--- config.mk ---
export PLATFORM = sky130hd
export DESIGN_NAME = uart_tx_arbiter
export DESIGN_NICKNAME = d
export VERILOG_FILES = /design/src/rtl/uart_tx_arbiter.sv
export SDC_FILE = /design/constraint.sdc
export NUM_CORES = 1
export LEC_CHECK = 0
export BUFFER_PORTS_ARGS = -buffer_cell sky130_fd_sc_hd__buf_2
export CAP_MARGIN = 40
export CELL_PAD_IN_SITES_DETAIL_PLACEMENT = 1
export CELL_PAD_IN_SITES_GLOBAL_PLACEMENT = 1
export CORE_MARGIN = 3
export CORE_UTILIZATION = 37
export DETAILED_ROUTE_END_ITERATION = 10
export PLACE_DENSITY = 0.73
export SLEW_MARGIN = 20
export SYNTH_ARGS = -nofsm -noshare
export SYNTH_HDL_FRONTEND = slang
export SYNTH_SLANG_ARGS = --single-unit
--- constraint.sdc ---
create_clock -name sys_clk -period 1.85 [get_ports sys_clk]
set_input_delay 0.2775 -clock sys_clk [delete_from_list [all_inputs] [get_ports sys_clk]]
set_output_delay 0.2775 -clock sys_clk [all_outputs]
set_load 0.1 [all_outputs]
--- src/rtl/uart_tx_arbiter.sv ---
// Round-robin scheduler sharing one byte-serial UART transmitter among three producers.
// Optional UART_ARB_PRIORITY_EN: producer 0 always wins; producers 1 and 2 alternate behind it.
module uart_tx_arbiter #(
  parameter int GAP_CYCLES    = 5208,
  parameter int START_TIMEOUT = 16
) (
  input  logic        sys_clk,
  input  logic        rst,
  input  logic [2:0]  req,
  input  logic [7:0]  din0,
  input  logic [7:0]  din1,
  input  logic [7:0]  din2,
  output logic [2:0]  ack,
  output logic [2:0]  grant,
  output logic [7:0]  tx_data,
  output logic        tx_start,
  input  logic        tx_busy,
  output logic        err_timeout,
  output logic [15:0] byte_count
);
  localparam logic [2:0] S_IDLE      = 3'd0;
  localparam logic [2:0] S_LAUNCH    = 3'd1;
  localparam logic [2:0] S_WAIT_BUSY = 3'd2;
  localparam logic [2:0] S_WAIT_DONE = 3'd3;
  localparam logic [2:0] S_GAP       = 3'd4;

  localparam int TO_W  = $clog2(START_TIMEOUT) + 1;
  localparam int GAP_W = $clog2(GAP_CYCLES) + 1;
  // WAIT_BUSY is first evaluated two clocks after tx_start, so the timeout count ends two short.
  localparam logic [TO_W-1:0]  TO_LAST  = TO_W'(START_TIMEOUT - 2);
  localparam logic [GAP_W-1:0] GAP_LAST = GAP_W'(GAP_CYCLES - 1);

  logic [2:0]       state_reg;
  logic [1:0]       ptr_reg;
  logic [1:0]       win_idx_reg;
  logic [TO_W-1:0]  to_cnt_reg;
  logic [GAP_W-1:0] gap_cnt_reg;
  logic [2:0]       ack_reg;
  logic [2:0]       grant_reg;
  logic [7:0]       tx_data_reg;
  logic             tx_start_reg;
  logic             err_reg;
  logic [15:0]      byte_count_reg;

  logic             win_valid;
  logic [1:0]       win_idx;
  logic [2:0]       win_onehot;
  logic [1:0]       ptr_next;
  logic [7:0]       din_arr [3];

  assign din_arr[0] = din0;
  assign din_arr[1] = din1;
  assign din_arr[2] = din2;
  assign win_onehot = 3'b001 << win_idx;

`ifdef UART_ARB_PRIORITY_EN
  logic [1:0] rr_first;
  logic [1:0] rr_second;

  // ptr only ever names producer 1 or 2; the reset value 0 behaves like 1.
  assign rr_first  = (ptr_reg == 2'd2) ? 2'd2 : 2'd1;
  assign rr_second = (ptr_reg == 2'd2) ? 2'd1 : 2'd2;

  always_comb begin
    win_valid = 1'b0;
    win_idx   = 2'd0;
    if (req[0]) begin
      win_valid = 1'b1;
      win_idx   = 2'd0;
    end else if (req[rr_first]) begin
      win_valid = 1'b1;
      win_idx   = rr_first;
    end else if (req[rr_second]) begin
      win_valid = 1'b1;
      win_idx   = rr_second;
    end
  end

  always_comb begin
    ptr_next = ptr_reg;
    if (win_idx_reg == 2'd1) ptr_next = 2'd2;
    else if (win_idx_reg == 2'd2) ptr_next = 2'd1;
  end
`else
  logic [2:0][1:0] cand;

  // cand[gi] is the producer searched at rank gi, starting from ptr.
  for (genvar gi = 0; gi < 3; gi++) begin : g_rank
    logic [2:0] sum;
    assign sum      = {1'b0, ptr_reg} + 3'(gi);
    assign cand[gi] = (sum >= 3'd3) ? 2'(sum - 3'd3) : sum[1:0];
  end

  always_comb begin
    win_valid = 1'b0;
    win_idx   = 2'd0;
    for (int k = 2; k >= 0; k--) begin
      if (req[cand[k]]) begin
        win_valid = 1'b1;
        win_idx   = cand[k];
      end
    end
  end

  assign ptr_next = (win_idx_reg == 2'd2) ? 2'd0 : win_idx_reg + 2'd1;
`endif

  always_ff @(posedge sys_clk) begin
    if (rst) begin
      state_reg      <= S_IDLE;
      ptr_reg        <= 2'd0;
      win_idx_reg    <= 2'd0;
      to_cnt_reg     <= '0;
      gap_cnt_reg    <= '0;
      ack_reg        <= 3'b000;
      grant_reg      <= 3'b000;
      tx_data_reg    <= 8'h00;
      tx_start_reg   <= 1'b0;
      err_reg        <= 1'b0;
      byte_count_reg <= 16'd0;
    end else begin
      ack_reg      <= 3'b000;
      tx_start_reg <= 1'b0;
      err_reg      <= 1'b0;
      case (state_reg)
        S_IDLE: begin
          if (win_valid) begin
            tx_data_reg  <= din_arr[win_idx];
            grant_reg    <= win_onehot;
            ack_reg      <= win_onehot;
            tx_start_reg <= 1'b1;
            win_idx_reg  <= win_idx;
            state_reg    <= S_LAUNCH;
          end
        end
        S_LAUNCH: begin
          ptr_reg    <= ptr_next;
          to_cnt_reg <= '0;
          state_reg  <= S_WAIT_BUSY;
        end
        S_WAIT_BUSY: begin
          if (tx_busy) begin
            state_reg <= S_WAIT_DONE;
          end else if (to_cnt_reg == TO_LAST) begin
            err_reg   <= 1'b1;
            grant_reg <= 3'b000;
            state_reg <= S_IDLE;
          end else begin
            to_cnt_reg <= to_cnt_reg + 1'b1;
          end
        end
        S_WAIT_DONE: begin
          if (!tx_busy) begin
            byte_count_reg <= byte_count_reg + 16'd1;
            grant_reg      <= 3'b000;
            gap_cnt_reg    <= '0;
            state_reg      <= (GAP_CYCLES == 0) ? S_IDLE : S_GAP;
          end
        end
        S_GAP: begin
          if (gap_cnt_reg == GAP_LAST) state_reg <= S_IDLE;
          else gap_cnt_reg <= gap_cnt_reg + 1'b1;
        end
        default: state_reg <= S_IDLE;
      endcase
    end
  end

  assign ack         = ack_reg;
  assign grant       = grant_reg;
  assign tx_data     = tx_data_reg;
  assign tx_start    = tx_start_reg;
  assign err_timeout = err_reg;
  assign byte_count  = byte_count_reg;
endmodule

# Yosys cells after proc, flatten, opt, wreduce, memory -nomap -nowiden
# Cells that the tools add are included.
# word_totals
ram_bits	0
wordCells	98
inputBits	30
output_inout_bits	32
regBits	58
mem_bits_ro	0
latchBits	0
memories	0
# classes
eq_ne	15
n_bitwise	5
div	0
mul	0
n_reduce_logical	13
addsub	9
order_cmp	7
shift	1
muxes	37
# ops
cell	n
$mux W14	2
$pmux W14 S2	1
$mux W3	8
$add A16 B1 Y16 const B	1
$bmux W8 S2	1
$mux W8	2
$pmux W3 S5	1
$add A14 B1 Y14 const B	1
$eq A14 B13 Y1 const B	1
$mux W2	7
$ne A2 B2 Y1 const B	7
$mux W5	2
$pmux W5 S2	1
$lt A2 B3 Y1 const B	3
$pmux W3 S3	1
$mux W1	8
$bmux W1 S2	3
$eq A3 B2 Y1 const B	2
$ge A3 B2 Y1 const B	2
$reduce_and A3 Y1	2
$reduce_or A3 Y1	2
$sub A2 B2 Y2 const B	3
$add A5 B1 Y5 const B	1
$eq A5 B4 Y1 const B	1
19 further kinds	24

# Depth between registers and ports, before layout
# Gate-level depths: netlist of run 1.
# logic_depth
depth_word	12
depth_mapped	9
depth_no_buf	7

# Worst setup path after synthesis of run 1
# Ideal clock, no wire load.
# synth_timing
path_kind	register to register
start	reg byte_count_reg[3] (netlist: byte_count[3])
end	reg byte_count_reg[13] (netlist: byte_count[13])
path_slack_ps	-482
setup_ps	67
path_stages_with_launch	6
arrival_time_ps	2265
cell_sequence	dfxtp_1 > nand4_1 > nor4_1 > nand3_1 > xor2_1 > nor2_1
# synth_via
elab_chain_len	1
# synth_rtl
element	line	source
start: declaration	43	logic [15:0] byte_count_reg;
start signal: assignment	154	byte_count_reg <= byte_count_reg + 16'd1;
$add A16 B1 Y16	154	
# No other way between the ends.
# A chain may end at the register's enable or synchronous reset.

# Final worst setup path of run 1
# layout_timing
start	reg ptr_reg[0]
end	reg tx_data_reg[2] (netlist: tx_data[2])
# layout_via
elab_chain_len	12
# layout_rtl
element	line	source
start: declaration	34	logic [1:0] ptr_reg;
start signal: assignment	137	ptr_reg <= ptr_next;
$add A2 B2 Y3	90	assign sum = {1'b0, ptr_reg} + 3'(gi);
$ge A3 B2 Y1 or $sub A2 B2 Y2 (tied branches)	91	assign cand[gi] = (sum >= 3'd3) ? 2'(sum - 3'd3) : sum[1:0];
$mux W2	91	
$bmux W1 S2	98	if (req[cand[k]]) begin
$mux W1 (not written as such)	98	
$mux W2 (3 in a row)	98	
$not A2 Y3 (not written as such)	128	tx_data_reg <= din_arr[win_idx];
$bmux W8 S2	128	
$mux W8 (not written as such) (2 in a row)	128	
end signal: assignment	128	
end: declaration	40	logic [7:0] tx_data_reg;
# Several ways; a longest one is shown, not always the timed one. The select of a mux whose other input is x is not followed.

==> Implementation_results.wiki, run 1 <==
{| class="wikitable"
! Metric !! Value
|-
| Number of CTS-inserted buffers || 9
|-
| Register clock-pin slew on the reported worst setup and hold paths || 0.07 ns
|-
| Xor/xnor share of the synthesized area || 5.553%
|-
| Actual slew at the worst max-slew pin || 0.5357 ns
|-
| Global-route total usage across every layer || 20.62%
|-
| Fraction of the yosys area taken by sequential cells || 38.75%
|-
| HPWL reported at the end of detailed placement || 6194 µm
|-
| IO Port Bufs || 61
|-
| Synthesized net count || 370
|-
| Fraction of layout instances using a drive strength above 1 || 49.44%
|-
| Startpoint types || flop
|-
| GRT Residual Overflow || 0
|-
| Die Footprint || 0.009215 mm²
|-
| Maximum number of pins on one net before global-route repair || 33
|-
| DR iter-0 viols || 81
|-
| Global-route wire length before repair || 14,840 µm
|-
| Share of the synthesized area in the top cell type || 38.75%
|-
| Max-slew violation count || 0
|-
| Simple logic cell fraction of the synthesized area || 28.64%
|-
| Synth Area in Adders || 3.340%
|-
| Routed wire length per instance || 18.15 µm
|-
| Quantity of hold-fixing buffers added after cts || 0
|-
| Number of antenna cells inserted || 0
|-
| Setup repair after global routing missed its margin || yes
|-
| Top post-synthesis cells by area || sky130_fd_sc_hd__dfxtp_1, sky130_fd_sc_hd__nor3_1, sky130_fd_sc_hd__nor2_1
|-
| Number of violations of the max-capacitance limit || 0
|-
| Slack of the critical path || -0.1891 ns
|-
| Chip width || 96.00 µm
|-
| Initial Util || 38.38%
|-
| Total number of H-tree levels || 3
|-
| Area grow syn2layout || 47.97%
|-
| Worst voltage drop across the vdd grid || 0.9362 mV
|-
| Result of the run || finished with violations
|-
| Main combinational cell family by area after synthesis || simple AND/OR/NAND/NOR gates
|-
| Vertical extent of the die || 96.00 µm
|-
| Mapped Area || 0.002997 mm²
|-
| Class of the tightest hold or removal check || in2reg
|-
| Data required time at the worst endpoint || 2.10 ns
|-
| Setup TNS || -2.213 ns
|-
| Startpoint of the worst-slack reg-to-reg timing path || ptr_reg[0]
|-
| Post-synth EDFFs || 0
|-
| Compound-Gate Fraction of Synth Area || 16.78%
|-
| Data arrival time of the worst path || 2.29 ns
|-
| Cell count of the worst reg-to-reg path || 9
|-
| Proportion of register bits with asynchronous set or reset after synthesis || 0%
|-
| Power density over the cells || 1353 mW/mm²
|-
| Register bit total from synthesis || 58
|-
| DRC violations left || 0
|-
| Placeable core region || 0.007807 mm²
|-
| Flip-flop count of the largest register, all copies and words added || 16
|-
| Max Clk Rate || 490.4 MHz
|-
| CTS Buffer Depth || 2
|-
| Predominant post-synthesis flop cell || sky130_fd_sc_hd__dfxtp_1
|-
| Total leakage power || 1.802 nW
|-
| Clk_skew || 0.007542 ns
|-
| Average size of a mapped cell || 9.026 µm²
|-
| Reg2reg end || tx_data[2]
|-
| Violated checks || negative setup slack
|-
| Final critical delay including setup and external delays || 2.039 ns
|-
| Rel. slew slack || 64.20%
|-
| Critical path launch point || ptr_reg[0]
|-
| Final hold violations || 0
|-
| Vias per Instance || 5.490
|-
| Later-pin clock latency in the skew report || 0.34 ns
|-
| Crit path kind || reg2reg
|-
| Post-detailed-route count of antenna-violating nets || 0
|-
| Cell row count || 32
|-
| Io pins || 62
|-
| Total power of the final layout || 6.001 mW
|-
| Root Buffer Master || sky130_fd_sc_hd__clkbuf_8
|-
| Slack of the worst reg-to-reg path || -0.19 ns
|-
| Library cell occupying the most area in the post-synthesis netlist || sky130_fd_sc_hd__dfxtp_1
|-
| Gp weighted congestion || 0.8008
|-
| CTS tree || done
|-
| Cells after synthesis || 332
|-
| Antenna violations before repair || 0
|-
| Critical Path Sink Type || flop
|-
| Via count || 2,992
|-
| Maximum fanout along the worst path || 5
|-
| Synth warn || 0
|-
| Crit share post-route || 110.2%
|-
| Setup violations, final || 17
|-
| DRT Pass-1 Iters || 5
|-
| Mux cell area share after synthesis || 1.921%
|-
| Worst setup path end || tx_data[2]
|-
| Total detailed-routing wirelength || 9894 µm
|-
| Count of unique library cells instantiated by Yosys || 60
|-
| Sink count of the clock tree || 58
|-
| Number of nets in the finished design || 476
|-
| Via count of the first global-routing pass || 3,040
|}
## stage by stage
stage	instance area [µm²]	utilization [%]	hold WS, ns	setup slack, ns	std cells
3_5_place_dp	3702	47.42	0.4384	-0.2592	514
6_report	4434	56.79	0.2746	-0.1891	545
5_1_grt	4434	56.79	0.2668	-0.2752	545
4_1_cts	4158	53.25	0.2446	-0.1717	537
2_1_floorplan	3062	-	0.4422	-0.07355	332
3_3_place_gp	3702	47.42	0.4325	-0.1156	514
## per-layer routing
metal  wire [µm]  vias up  GRT usage [%]
li1            -     1426              -
met1        4110     1490          24.99
met2        5260       54          35.83
met3         297       22          3.987
met4         225        0          7.820
met5           0        -              0
## logic make-up after synthesis
logic type               count (synthesis)
multiplexers                             4
buffers and inverters                   29
adder cells (fa/ha/maj)                  8
XOR/XNOR                                19
AND/OR/NAND/NOR                        156
flip-flops                              58
AO/OA/AOI/OAI                           58
## area by class of cell
class                           count  area, µm²
Sequential cell                    58       1194
Clock buffer                       10      137.6
Tap cell                          102      127.6
Multi-Input combinational cell    246       2037
Clock inverter                      6      80.08
Timing Repair Buffer              112      814.5
Inverter                           11      43.79
Fill cell                         890       3373
## Yosys cell counts (2+ instances only)
| cell | number |
|---|---|
| sky130_fd_sc_hd__o41ai_1 | 7 |
| sky130_fd_sc_hd__o21a_1 | 3 |
| sky130_fd_sc_hd__nand2_1 | 21 |
| sky130_fd_sc_hd__mux2i_1 | 2 |
| sky130_fd_sc_hd__nand4b_1 | 2 |
| sky130_fd_sc_hd__nor4_1 | 3 |
| sky130_fd_sc_hd__o21ai_0 | 2 |
| sky130_fd_sc_hd__nor2_1 | 37 |
| sky130_fd_sc_hd__nand4bb_1 | 2 |
| sky130_fd_sc_hd__ha_1 | 8 |
| sky130_fd_sc_hd__nor2b_1 | 2 |
| sky130_fd_sc_hd__and4bb_2 | 2 |
| sky130_fd_sc_hd__nand4_1 | 7 |
| sky130_fd_sc_hd__buf_4 | 4 |
| sky130_fd_sc_hd__nand3b_1 | 4 |
| sky130_fd_sc_hd__a21oi_1 | 17 |
| sky130_fd_sc_hd__nor3_1 | 29 |
| sky130_fd_sc_hd__buf_2 | 3 |
| sky130_fd_sc_hd__nor3b_1 | 2 |
| sky130_fd_sc_hd__nand3_1 | 17 |
| sky130_fd_sc_hd__or3_1 | 2 |
| sky130_fd_sc_hd__and4b_1 | 2 |
| sky130_fd_sc_hd__xor2_1 | 12 |
| sky130_fd_sc_hd__o31ai_1 | 9 |
| sky130_fd_sc_hd__a21o_1 | 3 |
| sky130_fd_sc_hd__o2111ai_1 | 2 |
| sky130_fd_sc_hd__xnor2_1 | 7 |
| sky130_fd_sc_hd__and3_1 | 7 |
| sky130_fd_sc_hd__or4_1 | 8 |
| sky130_fd_sc_hd__dfxtp_1 | 58 |
| sky130_fd_sc_hd__inv_1 | 11 |
| sky130_fd_sc_hd__clkbuf_1 | 7 |
| sky130_fd_sc_hd__buf_6 | 3 |
## placed cells by master (no fill, tap or decap), types with 4 or more instances in the layout
| cell type | synthesis | routed |
|---|---|---|
| sky130_fd_sc_hd__nand3b_1 | 4 | 4 |
| sky130_fd_sc_hd__xor2_1 | 12 | 12 |
| sky130_fd_sc_hd__buf_4 | 4 | 35 |
| sky130_fd_sc_hd__buf_6 | 3 | 9 |
| sky130_fd_sc_hd__or4_4 | 0 | 6 |
| sky130_fd_sc_hd__nor3_2 | 1 | 9 |
| sky130_fd_sc_hd__nand2_1 | 21 | 19 |
| sky130_fd_sc_hd__nand3_1 | 17 | 12 |
| sky130_fd_sc_hd__buf_2 | 3 | 61 |
| sky130_fd_sc_hd__and3_1 | 7 | 7 |
| sky130_fd_sc_hd__dfxtp_4 | 0 | 5 |
| sky130_fd_sc_hd__o41ai_2 | 1 | 8 |
| sky130_fd_sc_hd__clkbuf_8 | 0 | 10 |
| sky130_fd_sc_hd__buf_12 | 0 | 4 |
| sky130_fd_sc_hd__dfxtp_1 | 58 | 42 |
| sky130_fd_sc_hd__nand4_1 | 7 | 7 |
| sky130_fd_sc_hd__a21oi_1 | 17 | 9 |
| sky130_fd_sc_hd__dfxtp_2 | 0 | 11 |
| sky130_fd_sc_hd__clkinv_2 | 0 | 4 |
| sky130_fd_sc_hd__inv_1 | 11 | 8 |
| sky130_fd_sc_hd__a21oi_2 | 0 | 8 |
| sky130_fd_sc_hd__xnor2_1 | 7 | 7 |
| sky130_fd_sc_hd__nor3_1 | 29 | 21 |
| sky130_fd_sc_hd__nand3_2 | 1 | 6 |
| sky130_fd_sc_hd__o31ai_1 | 9 | 7 |
| sky130_fd_sc_hd__nor2_1 | 37 | 36 |
## worst min-delay path by stage
stage | startpoint | to | cells past startpoint
global route | tx_busy | state_reg[0] | 3
floorplan | tx_busy | state_reg[0] | 2
detailed placement | grant[0] | grant[0] | 1
finish | din0[3] | tx_data[3] | 3
CTS | tx_busy | state_reg[0] | 3
global placement | grant[0] | grant[0] | 1
## power breakdown
group / internal, mW / total [mW] / switching (mW)
combinational: 1.09 / 3.11 / 2.02
clock: 0.786 / 1.33 / 0.544
sequential: 1.42 / 1.56 / 0.145
## critical path: stages (launching register included)
cell	delay [ns]
sky130_fd_sc_hd__dfxtp_2	0.33
sky130_fd_sc_hd__buf_6	0.12
sky130_fd_sc_hd__ha_4	0.18
sky130_fd_sc_hd__mux2i_4	0.21
sky130_fd_sc_hd__buf_6	0.14
sky130_fd_sc_hd__o211ai_4	0.28
sky130_fd_sc_hd__o2bb2ai_4	0.19
sky130_fd_sc_hd__clkbuf_16	0.18
sky130_fd_sc_hd__nor3_2	0.05
sky130_fd_sc_hd__o41ai_2	0.26
## repair_timing
action,CTS,global route
gates cloned,2,1
setup buffers,5,7
hold endpoints to repair,0,0
setup endpoints to repair,25,30
pin swaps,26,26
gates resized for setup,27,48
No activity file was read; power rests on OpenSTA's default activity.
==> inputs of run 2 (changes only) <==
SKIP_LAST_GASP = 1   (was default)
==> run 2 against run 1 <==
Compared with the run above: the run still ends with negative setup slack left; design area hardly changed; final cell count is 0.18% higher; clock-buffer cell count stayed put; maximum frequency hardly changed; non-clock buffer count is 1 higher; highest routed layer unchanged.
==> Implementation_results.wiki, run 2 (synthesized netlist as in run 1, its figures left out) <==
{| class="wikitable"
! Metric !! Value
|-
| GRT Residual Overflow || 0
|-
| IO Port Bufs || 61
|-
| Rel. slew slack || 63.31%
|-
| Cell count of the worst reg-to-reg path || 9
|-
| Flip-flop count of the largest register, all copies and words added || 16
|-
| Vertical extent of the die || 96.00 µm
|-
| Cell row count || 32
|-
| CTS Buffer Depth || 2
|-
| Crit path kind || reg2reg
|-
| Max Clk Rate || 490.0 MHz
|-
| Data arrival time of the worst path || 2.30 ns
|-
| Io pins || 62
|-
| Delay contributed by the slowest stage of the critical path || 0.33 ns
|-
| Register clock-pin slew on the reported worst setup and hold paths || 0.08 ns
|-
| Number of CTS-inserted buffers || 9
|-
| Crit share post-route || 110.3%
|-
| Global-route total usage across every layer || 20.46%
|-
| Slack of the critical path || -0.1906 ns
|-
| Setup repair after global routing missed its margin || yes
|-
| Worst setup path end || tx_data[2]
|-
| Via count of the first global-routing pass || 3,036
|-
| Number of violations of the max-capacitance limit || 0
|-
| DRC violations left || 0
|-
| Final critical delay including setup and external delays || 2.041 ns
|-
| Worst voltage drop across the vdd grid || 0.9109 mV
|-
| Chip width || 96.00 µm
|-
| Root Buffer Master || sky130_fd_sc_hd__clkbuf_8
|-
| Commonest non-fill, non-tap cells in the layout || sky130_fd_sc_hd__buf_2, sky130_fd_sc_hd__dfxtp_1, sky130_fd_sc_hd__nor2_1, sky130_fd_sc_hd__buf_4, sky130_fd_sc_hd__nor3_1
|-
| Placeable core region || 0.007807 mm²
|-
| Violated checks || negative setup slack
|-
| Gp weighted congestion || 0.8008
|-
| Startpoint types || flop
|-
| Maximum number of pins on one net before global-route repair || 33
|-
| HPWL reported at the end of detailed placement || 6194 µm
|-
| Vias per Instance || 5.504
|-
| Critical Path Sink Type || flop
|-
| Most used cell along the critical path || sky130_fd_sc_hd__buf_6
|-
| Sink count of the clock tree || 58
|-
| Slack of the worst reg-to-reg path || -0.19 ns
|-
| Via count || 3,005
|-
| Final hold violations || 0
|-
| Data required time at the worst endpoint || 2.11 ns
|-
| Fraction of layout instances using a drive strength above 1 || 49.10%
|-
| Clk_skew || 0.01239 ns
|-
| Final non-filler cell total || 546
|-
| CTS tree || done
|-
| Maximum fanout along the worst path || 5
|-
| Post-detailed-route count of antenna-violating nets || 0
|-
| Final core occ || 56.84%
|-
| Total leakage power || 1.808 nW
|-
| Critical path launch point || ptr_reg[0]
|-
| Actual slew at the worst max-slew pin || 0.5491 ns
|-
| DRT Pass-1 Iters || 4
|-
| Later-pin clock latency in the skew report || 0.35 ns
|-
| Max-slew violation count || 0
|-
| Die Footprint || 0.009215 mm²
|-
| Routed wire length per instance || 18.44 µm
|-
| Area grow syn2layout || 48.10%
|-
| Cell chain of the critical path || buf_6, ha_4, mux2i_4, buf_6, o211ai_4, o2bb2ai_4, clkbuf_16, nor3_2, o41ai_2
|-
| Number of nets in the finished design || 477
|-
| Result of the run || finished with violations
|-
| Worst Hold Margin || 0.2511 ns
|-
| Number of antenna cells inserted || 0
|-
| Most frequent standard cell in the layout excluding fill and tap cells || sky130_fd_sc_hd__buf_2
|-
| Antenna violations before repair || 0
|-
| Global-route wire length before repair || 14,760 µm
|-
| Setup violations, final || 17
|-
| Slowest cell on crit path || sky130_fd_sc_hd__dfxtp_2
|-
| Class of the tightest hold or removal check || in2reg
|-
| Total detailed-routing wirelength || 10,070 µm
|-
| Instance count after placement with tap cells included || 514
|-
| Startpoint of the worst-slack reg-to-reg timing path || ptr_reg[0]
|-
| Reg2reg end || tx_data[2]
|-
| Initial Util || 38.38%
|-
| Total number of H-tree levels || 3
|-
| Power density over the cells || 1357 mW/mm²
|-
| DR iter-0 viols || 65
|}
-- run 2: timing repair --
item	in CTS	in global routing
gates resized for setup	25	48
gates cloned	2	1
endpoints found under the hold margin	0	0
pin swaps	21	27
hold buffers	0	0
setup endpoints to repair	25	30
buffers inserted	5	8
-- run 2: layout make-up --
| type | instances | area, µm² |
|---|---|---|
| Multi-Input combinational cell | 246 | 2034 |
| Sequential cell | 58 | 1192 |
| Clock buffer | 10 | 137.6 |
| Tap cell | 102 | 127.6 |
| Inverter | 11 | 43.79 |
| Timing Repair Buffer | 113 | 822.0 |
| Clock inverter | 6 | 80.08 |
| Fill cell | 888 | 3369 |
-- run 2: per-stage QoR --
stage | power (mW) | setup slack (ns) | TNS [ns] | instance area (µm²)
2_1_floorplan | 3.415 | -0.07355 | -0.4134 | 3062
3_3_place_gp | 4.012 | -0.1156 | -0.9232 | 3702
3_5_place_dp | 4.065 | -0.2592 | -2.410 | 3702
4_1_cts | 5.671 | -0.1717 | -2.251 | 4150
5_1_grt | 6.217 | -0.2629 | -3.473 | 4438
6_report | 6.021 | -0.1906 | -2.243 | 4438
-- run 2: worst max-delay path: cells and delay by family (launching register included) --
| kind | cells | cell delay, ns |
|---|---|---|
| AO/OA/AOI/OAI | 3 | 0.73 |
| buffers and inverters | 3 | 0.43 |
| flip-flops | 1 | 0.33 |
| multiplexers | 1 | 0.21 |
| adder cells (fa/ha/maj) | 1 | 0.18 |
| AND/OR/NAND/NOR | 1 | 0.05 |
-- run 2: power by group --
part           internal (mW)  leakage [nW]  switching [mW]  total [mW]
Clock                  0.786         0.116           0.562        1.35
Sequential              1.42         0.480           0.137        1.55
Combinational           1.09          1.21            2.03        3.12
Total                   3.30          1.81            2.73        6.02
-- run 2: worst min path at each step --
stage	slack [ns]	from	end	depth (start not counted)
floorplan	0.44	tx_busy	state_reg[0]	2
global placement	0.43	grant[0]	grant[0]	1
detailed placement	0.44	grant[0]	grant[0]	1
CTS	0.24	tx_busy	state_reg[0]	3
global route	0.26	din0[3]	tx_data[3]	3
finish	0.25	din0[0]	tx_data[0]	3
-- run 2: per-layer routing --
metal,part of all wire [%],GRT usage [%]
met4,3.0,7.820
met5,0,0
met1,42,24.94
met2,51,35.31
met3,3.4,3.987
==> inputs of run 3 (changes only) <==
CORE_MARGIN = 2   (was 3)
PLACE_DENSITY = default   (was 0.73)
PLACE_DENSITY_LB_ADDON = 0.3   (was default)
==> run 3 against run 2 <==
Compared with the run above: the flow still finishes with violations (negative setup slack); core utilization decreased by 1.3 points; total power decreased by 4.4%; sequential share of layout area increased by 0.81 points; hold slack improved by 0.035 ns; first-iteration DRC count increased by 14%; clock skew decreased by 0.0018 ns; critical path type unchanged; largest cell class unchanged; highest routed layer unchanged.
==> Implementation_results.wiki, run 3 (synthesized netlist as in run 1, its figures left out) <==
{| class="wikitable"
! Metric !! Value
|-
| Maximum number of pins on one net before global-route repair || 33
|-
| Cell row count || 32
|-
| Total detailed-routing wirelength || 10,060 µm
|-
| Global-route total usage across every layer || 21.26%
|-
| Final core occ || 55.57%
|-
| Number of nets in the finished design || 471
|-
| Final critical delay including setup and external delays || 2.092 ns
|-
| Actual slew at the worst max-slew pin || 0.5394 ns
|-
| Via count || 3,002
|-
| Post-detailed-route count of antenna-violating nets || 0
|-
| Quantity of hold-fixing buffers added after cts || 0
|-
| Gp weighted congestion || 0.7856
|-
| Io pins || 62
|-
| DRC violations left || 0
|-
| Initial Util || 38.58%
|-
| Antenna violations before repair || 0
|-
| IO Port Bufs || 61
|-
| Vertical extent of the die || 94.00 µm
|-
| Reg2reg end || tx_data[0]
|-
| Cell count of the worst reg-to-reg path || 8
|-
| Cell chain of the critical path || buf_6, ha_4, mux2i_4, buf_4, o211ai_4, o2bb2ai_4, nor3_1, o41ai_4
|-
| Max-slew violation count || 0
|-
| Critical Path Sink Type || flop
|-
| Global-route wire length before repair || 14,620 µm
|-
| Number of antenna cells inserted || 0
|-
| Worst slack at placement || -0.3176 ns
|-
| DRT Pass-1 Iters || 5
|-
| Number of CTS-inserted buffers || 9
|-
| Via count of the first global-routing pass || 3,011
|-
| Worst voltage drop across the vdd grid || 0.8556 mV
|-
| Final non-filler cell total || 540
|-
| Result of the run || finished with violations
|-
| Setup repair after global routing missed its margin || yes
|-
| Number of violations of the max-capacitance limit || 0
|-
| Vias per Instance || 5.559
|-
| Fraction of layout instances using a drive strength above 1 || 45.43%
|-
| Crit share post-route || 113.1%
|-
| Area grow syn2layout || 44.05%
|-
| Root Buffer Master || sky130_fd_sc_hd__clkbuf_8
|-
| Delay contributed by the slowest stage of the critical path || 0.40 ns
|-
| GRT Residual Overflow || 0
|-
| Data required time at the worst endpoint || 2.08 ns
|-
| CTS Buffer Depth || 2
|-
| Chip width || 94.00 µm
|-
| Later-pin clock latency in the skew report || 0.35 ns
|-
| Die Footprint || 0.008835 mm²
|-
| Rel. slew slack || 63.95%
|-
| Data arrival time of the worst path || 2.32 ns
|-
| Crit path kind || reg2reg
|-
| Layout filler cell count || 882
|-
| Total leakage power || 1.746 nW
|-
| Power density over the cells || 1334 mW/mm²
|-
| Min-Delay Endpoint || tx_data[1]
|-
| Slack of the worst reg-to-reg path || -0.24 ns
|-
| Instance count after placement with tap cells included || 507
|-
| Routed wire length per instance || 18.63 µm
|-
| Placeable core region || 0.007767 mm²
|-
| Maximum fanout along the worst path || 9
|-
| Startpoint of the worst-slack reg-to-reg timing path || ptr_reg[0]
|-
| Depth of the worst hold-timing path || 3
|-
| HPWL reported at the end of detailed placement || 5961 µm
|-
| Sink count of the clock tree || 58
|-
| Max Clk Rate || 478.0 MHz
|-
| Total power of the final layout || 5.757 mW
|-
| Startpoint types || flop
|-
| Clk_skew || 0.01056 ns
|-
| Most frequent standard cell in the layout excluding fill and tap cells || sky130_fd_sc_hd__buf_2
|-
| Total number of H-tree levels || 3
|-
| Register clock-pin slew on the reported worst setup and hold paths || 0.08 ns
|-
| DR iter-0 viols || 74
|-
| Violated checks || negative setup slack
|-
| Multi-input combinational cell area || 0.002011 mm²
|-
| Final hold violations || 0
|-
| CTS tree || done
|-
| Slowest cell on crit path || sky130_fd_sc_hd__nor3_1
|-
| Commonest non-fill, non-tap cells in the layout || sky130_fd_sc_hd__buf_2, sky130_fd_sc_hd__dfxtp_1, sky130_fd_sc_hd__nor2_1, sky130_fd_sc_hd__buf_4, sky130_fd_sc_hd__nor3_1
|-
| Flip-flop count of the largest register, all copies and words added || 16
|-
| Class of the tightest hold or removal check || in2reg
|-
| Slack of the critical path || -0.2420 ns
|-
| Area used by sequential logic in the layout || 0.001195 mm²
|-
| Setup violations, final || 17
|-
| Worst Hold Margin || 0.2863 ns
|-
| Critical hold path startpoint || din2[1]
|}
[run 3: changes by cell type in the layout (fill, tap and decap cells not counted), sizes merged]
cell | previous run | this run
buf | 111 | 105
bufinv | 2 | 1
clkbuf | 12 | 11
clkinv | 4 | 2
clkinvlp | 0 | 3
inv | 11 | 12
[run 3: worst max-delay path by stage]
stage | slack, ns | cells past startpoint | from | end
finish | -0.24 | 8 | ptr_reg[0] | tx_data[0]
global route | -0.31 | 8 | ptr_reg[1] | tx_data[0]
CTS | -0.19 | 8 | ptr_reg[0] | grant[2]
global placement | -0.18 | 7 | ptr_reg[0] | tx_data[4]
floorplan | -0.07 | 9 | ptr_reg[1] | grant[2]
detailed placement | -0.32 | 7 | ptr_reg[0] | tx_data[0]
[run 3: per-layer routing]
layer | track usage (%) | routed length, µm | up-vias
li1 | - | - | 1417
met1 | 24.46 | 4096 | 1500
met2 | 37.56 | 5395 | 63
met3 | 4.976 | 320 | 22
met4 | 8.937 | 246 | 0
met5 | 0 | 0 | -
[run 3: report_power, final]
group | internal (mW) | switching, mW
sequential | 1.42 | 0.125
clock | 0.617 | 0.562
combinational | 1.03 | 2.00
[run 3: area by class of cell]
class,instances,area share [%]
tap,102,2.957
clock inverter,7,1.594
sequential,58,27.68
clock buffer,9,2.870
multi-input combinational,246,46.58
inverter,11,0.9565
timing repair buffer,107,17.36
[run 3: per-stage QoR]
stage,setup TNS (ns),area (µm²)
6_report,-2.369,4317
3_3_place_gp,-1.569,3625
2_1_floorplan,-0.4134,3062
4_1_cts,-2.047,4016
5_1_grt,-3.730,4317
3_5_place_dp,-3.104,3625
[run 3: critical path, delay by kind of cell (launching register included)]
kind | cells | cell delay (ns)
adders and majority gates | 1 | 0.18
muxes | 1 | 0.31
DFF | 1 | 0.35
AOI/OAI and AO/OA | 3 | 0.46
buffers and inverters | 2 | 0.29
and+or+nand+nor | 1 | 0.40
[run 3: repair_timing]
item | 4_1_cts | 5_1_grt
resized for setup | 18 | 40
pin swaps | 8 | 21
setup buffers | 7 | 6
endpoints found under the setup margin | 25 | 30
cloned | 1 | 3
